File: src/rtl/ccsds_psk_modulator.sv
// BPSK/QPSK baseband mapper: accepts coded bits over valid/ready and holds signed I/Q per symbol.
// Optional differential encoding is enabled by defining DIFF_ENC_EN.
module ccsds_psk_modulator #(
  parameter int unsigned DATA_W    = 13,
  parameter int unsigned AMPLITUDE = 4095,
  parameter int unsigned CNT_W     = 32
) (
  input  logic              clk_i,
  input  logic              rst_i,
  input  logic              mode_i,
  input  logic [CNT_W-1:0]  cycles_per_sym_i,
  input  logic [1:0]        bits_i,
  input  logic              valid_i,
  output logic              ready_o,
  output logic [DATA_W-1:0] i_data_o,
  output logic [DATA_W-1:0] q_data_o,
  output logic              valid_o,
  output logic              underrun_o
);

  localparam logic StIdle = 1'b0;
  localparam logic StSym  = 1'b1;

  localparam logic [DATA_W-1:0] AmpPos = DATA_W'(AMPLITUDE);
  localparam logic [DATA_W-1:0] AmpNeg = ~AmpPos + DATA_W'(1);

  logic              state_q, state_d;
  logic [CNT_W-1:0]  cnt_q, cnt_d;
  logic [CNT_W-1:0]  per_q, per_d;
  logic              mode_q, mode_d;
  logic [DATA_W-1:0] i_q, i_d;
  logic [DATA_W-1:0] q_q, q_d;
  logic              valid_q, valid_d;
  logic              underrun_q, underrun_d;
  logic              sym_last;
  logic              accept;
  logic [1:0]        sym_bits;

  function automatic logic [DATA_W-1:0] map_bit(input logic b);
    return b ? AmpPos : AmpNeg;
  endfunction

  assign sym_last = (state_q == StSym) && (cnt_q == per_q - CNT_W'(1));
  assign ready_o  = (state_q == StIdle) || sym_last;
  assign accept   = valid_i && ready_o;

`ifdef DIFF_ENC_EN
  logic [1:0] diff_q;
  logic [1:0] diff_prev;
  logic [1:0] diff_next;
  logic [1:0] phase_idx;

  // Diff state restarts from zero whenever the accepted symbol switches modulation.
  always_comb begin
    diff_prev = (mode_i != mode_q) ? 2'b00 : diff_q;
    phase_idx = {bits_i[1], bits_i[1] ^ bits_i[0]};
    if (mode_i) begin
      diff_next = diff_prev + phase_idx;
      sym_bits  = {diff_next[1], diff_next[1] ^ diff_next[0]};
    end else begin
      diff_next = {1'b0, bits_i[0] ^ diff_prev[0]};
      sym_bits  = diff_next;
    end
  end

  always_ff @(posedge clk_i) begin
    if (rst_i) begin
      diff_q <= 2'b00;
    end else if (accept) begin
      diff_q <= diff_next;
    end
  end
`else
  assign sym_bits = bits_i;
`endif

  always_comb begin
    state_d    = state_q;
    cnt_d      = cnt_q;
    per_d      = per_q;
    mode_d     = mode_q;
    i_d        = i_q;
    q_d        = q_q;
    valid_d    = valid_q;
    underrun_d = 1'b0;
    if (accept) begin
      state_d = StSym;
      cnt_d   = '0;
      per_d   = (cycles_per_sym_i == '0) ? CNT_W'(1) : cycles_per_sym_i;
      mode_d  = mode_i;
      valid_d = 1'b1;
      if (mode_i) begin
        i_d = map_bit(sym_bits[1]);
        q_d = map_bit(sym_bits[0]);
      end else begin
        i_d = map_bit(sym_bits[0]);
        q_d = '0;
      end
    end else if (sym_last) begin
      state_d    = StIdle;
      cnt_d      = '0;
      i_d        = '0;
      q_d        = '0;
      valid_d    = 1'b0;
      underrun_d = 1'b1;
    end else if (state_q == StSym) begin
      cnt_d = cnt_q + CNT_W'(1);
    end
  end

  always_ff @(posedge clk_i) begin
    if (rst_i) begin
      state_q    <= StIdle;
      cnt_q      <= '0;
      per_q      <= CNT_W'(1);
      mode_q     <= 1'b0;
      i_q        <= '0;
      q_q        <= '0;
      valid_q    <= 1'b0;
      underrun_q <= 1'b0;
    end else begin
      state_q    <= state_d;
      cnt_q      <= cnt_d;
      per_q      <= per_d;
      mode_q     <= mode_d;
      i_q        <= i_d;
      q_q        <= q_d;
      valid_q    <= valid_d;
      underrun_q <= underrun_d;
    end
  end

  assign i_data_o   = i_q;
  assign q_data_o   = q_q;
  assign valid_o    = valid_q;
  assign underrun_o = underrun_q;

endmodule

File: config.mk
export PLATFORM = sky130hd
export DESIGN_NAME = ccsds_psk_modulator
export DESIGN_NICKNAME = d
export VERILOG_FILES = /design/src/rtl/ccsds_psk_modulator.sv
export SDC_FILE = /design/constraint.sdc
export NUM_CORES = 1
export LEC_CHECK = 0
export BUFFER_PORTS_ARGS = -buffer_cell sky130_fd_sc_hd__buf_2
export CAP_MARGIN = 0
export CORE_UTILIZATION = 30
export DETAILED_ROUTE_END_ITERATION = 16
export PLACE_DENSITY = 0.46
export REMOVE_ABC_BUFFERS = 1
export SLEW_MARGIN = 20
export SYNTH_ARGS = -nofsm -noshare
export SYNTH_HDL_FRONTEND = slang
export SYNTH_SLANG_ARGS = --single-unit
File: constraint.sdc
create_clock -name clk_i -period 3.83 [get_ports clk_i]
set_input_delay 0.5745 -clock clk_i [delete_from_list [all_inputs] [get_ports clk_i]]
set_output_delay 0.5745 -clock clk_i [all_outputs]
set_load 0.02 [all_outputs]
==> metrics.cfg <==
[run_status]
outcome=finished, final reports clean

[clock_tree]
cts_hold_buf=0
htree_levels=3
tritoncts=yes
insertion_delay_ns=0.35
clock-sinks=71
clk_pin_slew_ns=0.06
cts-root-buf=clkbuf_16
cts_buffers=9
clockBufferDepth=2

[logic_synthesis]
synthFlopType=dfxtp_1
ys_seq_area_frac=0.300
synth_top_cells_by_area=dfxtp_1, nand2b_1, mux2i_1
yosysTopAreaCellShare=0.300
yosysTopAreaCell=dfxtp_1
synthCells=574
syn_area_mm2=0.00474
syn_area_per_cell_um2=8.27
synth-seq-cells=71
postSynth.asyncResetShare=0
yosysUniqueCellTypes=62
yosysWarnings=0
synth_edf_count=0

[timing]
final.min_clock_period_ns=3.61
skew_ns=0.00743
finalCritPeriodShare=0.943
maxSlewHeadroom=0.360
hold_ws_ns=0.475
fmax_ghz=0.277
slew_violations=0
finalHoldViolations=0
setup_viol=0
finalWorstSetupSlack_ns=0.216
fin_setup_tns_ns=0
worst_slew_pin_slew_ns=0.960

[routing]
viasPerCell=4.99
routedWlPerCell_um=14.7
vias=4154
route.antenna.remaining_nets=0
drt_wl_total_um=12300
drt-pass1-iter-count=4
route.detailed.drc=0
drtIter0Drc=230

[power_and_ir_drop]
p_leak_nw=2.12
p_per_area_mw_per_mm2=369
power.total_mw=2.03
peakVddDrop_v=0.000207

[min_path]
hold_path_depth=1
hp-class=register to register

[die]
die_x_um=128
die_h_um=128
start_util=0.310
boundaryPins=67
fp.dieArea_mm2=0.0163
num_rows=45
core_mm2=0.0153

[setup_path]
cp_slowest_cell=or4_4
cpMostUsedCell=or4_4
end_kind=output pin
r2r_cells=11
startpoint_type=register
max_stage_delay_ns=0.63
crit_type=register to output pin
cp.arrival_ns=3.04
cp_max_fo=8
cp.required_ns=3.26
path_cells=or4_4 -> or4_4 -> o31ai_2 -> o211ai_1 -> o22ai_2 -> nand3_1 -> o21ai_2 -> buf_2

[final_layout]
final_cell_mix=dfxtp_1, buf_2, nand2b_1
final_common_cell=dfxtp_1
finalNetCount=656
multi_input_area_mm2=0.00302
area_delta_synth_final_pct=15.9
regArea_mm2=0.00142
fillers=1611
final_core_util=0.359
antenna_cells=0
final_layout_size_suffix_gt1_frac=0.185

[grt]
grt_pass1_vias=3965
antenna_found_initial=0
grt_max_degree=75
grt_pass1_wl_um=20300
track_usage=0.160
grt_overflow_total=0

[placement]
gp_congestion=0.859
port_buffers=66
post-place-ws_ns=0.195
hpwlAfterDp_um=9400

[flow_run]
cap_violations=0

Yosys cell counts (all sizes together), types with 3 or more instances:
cell type   n
nor4       22
nand4      18
and4        5
xnor2      35
mux2i      36
nand2      28
nor2b       7
nor2       58
nor3b       3
nor3       14
o311ai      3
a211o       4
and2        4
o21ai      11
clkbuf     19
or3         5
a21oi      10
nor4b       5
a32o        4
inv        11
o31ai       3
buf        33
xor2       31
nand3      20
and3        9
or4         9
dfxtp      71
nand2b     64
where the power goes:
group          switching (mW)  internal [mW]  total, mW  leakage (nW)
sequential             0.0448          0.767      0.812         0.578
clock                   0.327          0.504      0.831         0.136
combinational           0.220          0.169      0.388          1.41
critical path: cells and delay by family (launching register included):
family | cells | cell delay, ns
buf+inv | 1 | 0.19
flops | 1 | 0.38
simple gates | 3 | 1.35
compound gates | 4 | 0.77
per-stage QoR:
stage	area, um^2	instances
4_1_cts	5460	831
5_1_grt	5500	832
3_5_place_dp	5160	815
3_3_place_gp	5160	815
6_report	5500	832
2_1_floorplan	4440	522
per-layer routing:
metal / up-vias / GRT usage / part of all wire
met5: - / 0 / 0
met4: 0 / 0.0657 / 0.019
met3: 18 / 0.0363 / 0.053
met2: 93 / 0.254 / 0.45
met1: 1948 / 0.209 / 0.48
li1: 2095 / - / -
logic make-up after synthesis:
family	after synthesis	synth area share
AND/OR/NAND/NOR	279	0.331
flip-flops	71	0.300
XOR/XNOR	67	0.127
buffers and inverters	63	0.0733
AO/OA/AOI/OAI	56	0.0876
multiplexers	36	0.0760
adder cells (fa/ha/maj)	2	0.00527
layout make-up:
class | instances | share of cell area
Timing Repair Buffer | 83 | 0.0833
Multi-Input combinational cell | 440 | 0.550
Clock inverter | 5 | 0.0107
Sequential cell | 71 | 0.258
Inverter | 11 | 0.00751
Tap cell | 211 | 0.0480
Clock buffer | 11 | 0.0423
registers in the layout, summed over array words and instances (netlist names):
register	flops
underrun_o	1
per_q	32
cnt_q	32
q_data_o	3
i_data_o	3
path summary, 6_finish.rpt:
| check | startpoint | endpoint | slack (ns) |
|---|---|---|---|
| worst max-delay path | per_q[3]$_SDFFE_PP0P_ | ready_o | 0.22 |
| worst min-delay path | q_data_o[0]$_SDFFE_PP0P_ | q_data_o[0]$_SDFFE_PP0P_ | 0.48 |
| worst min register to register | q_data_o[0]$_SDFFE_PP0P_ | q_data_o[0]$_SDFFE_PP0P_ | 0.48 |
| worst max register to register | per_q[3]$_SDFFE_PP0P_ | per_q[17]$_SDFFE_PP0P_ | 0.54 |
what timing repair did:
| item | CTS | global route |
|---|---|---|
| endpoints found under the setup margin | 1 | 1 |
| hold endpoints to repair | 0 | 0 |
| resized for setup | 3 | 7 |
| buffers inserted | 0 | 1 |
| pin swaps | 0 | 1 |
Power figures use the tool's default switching activity.
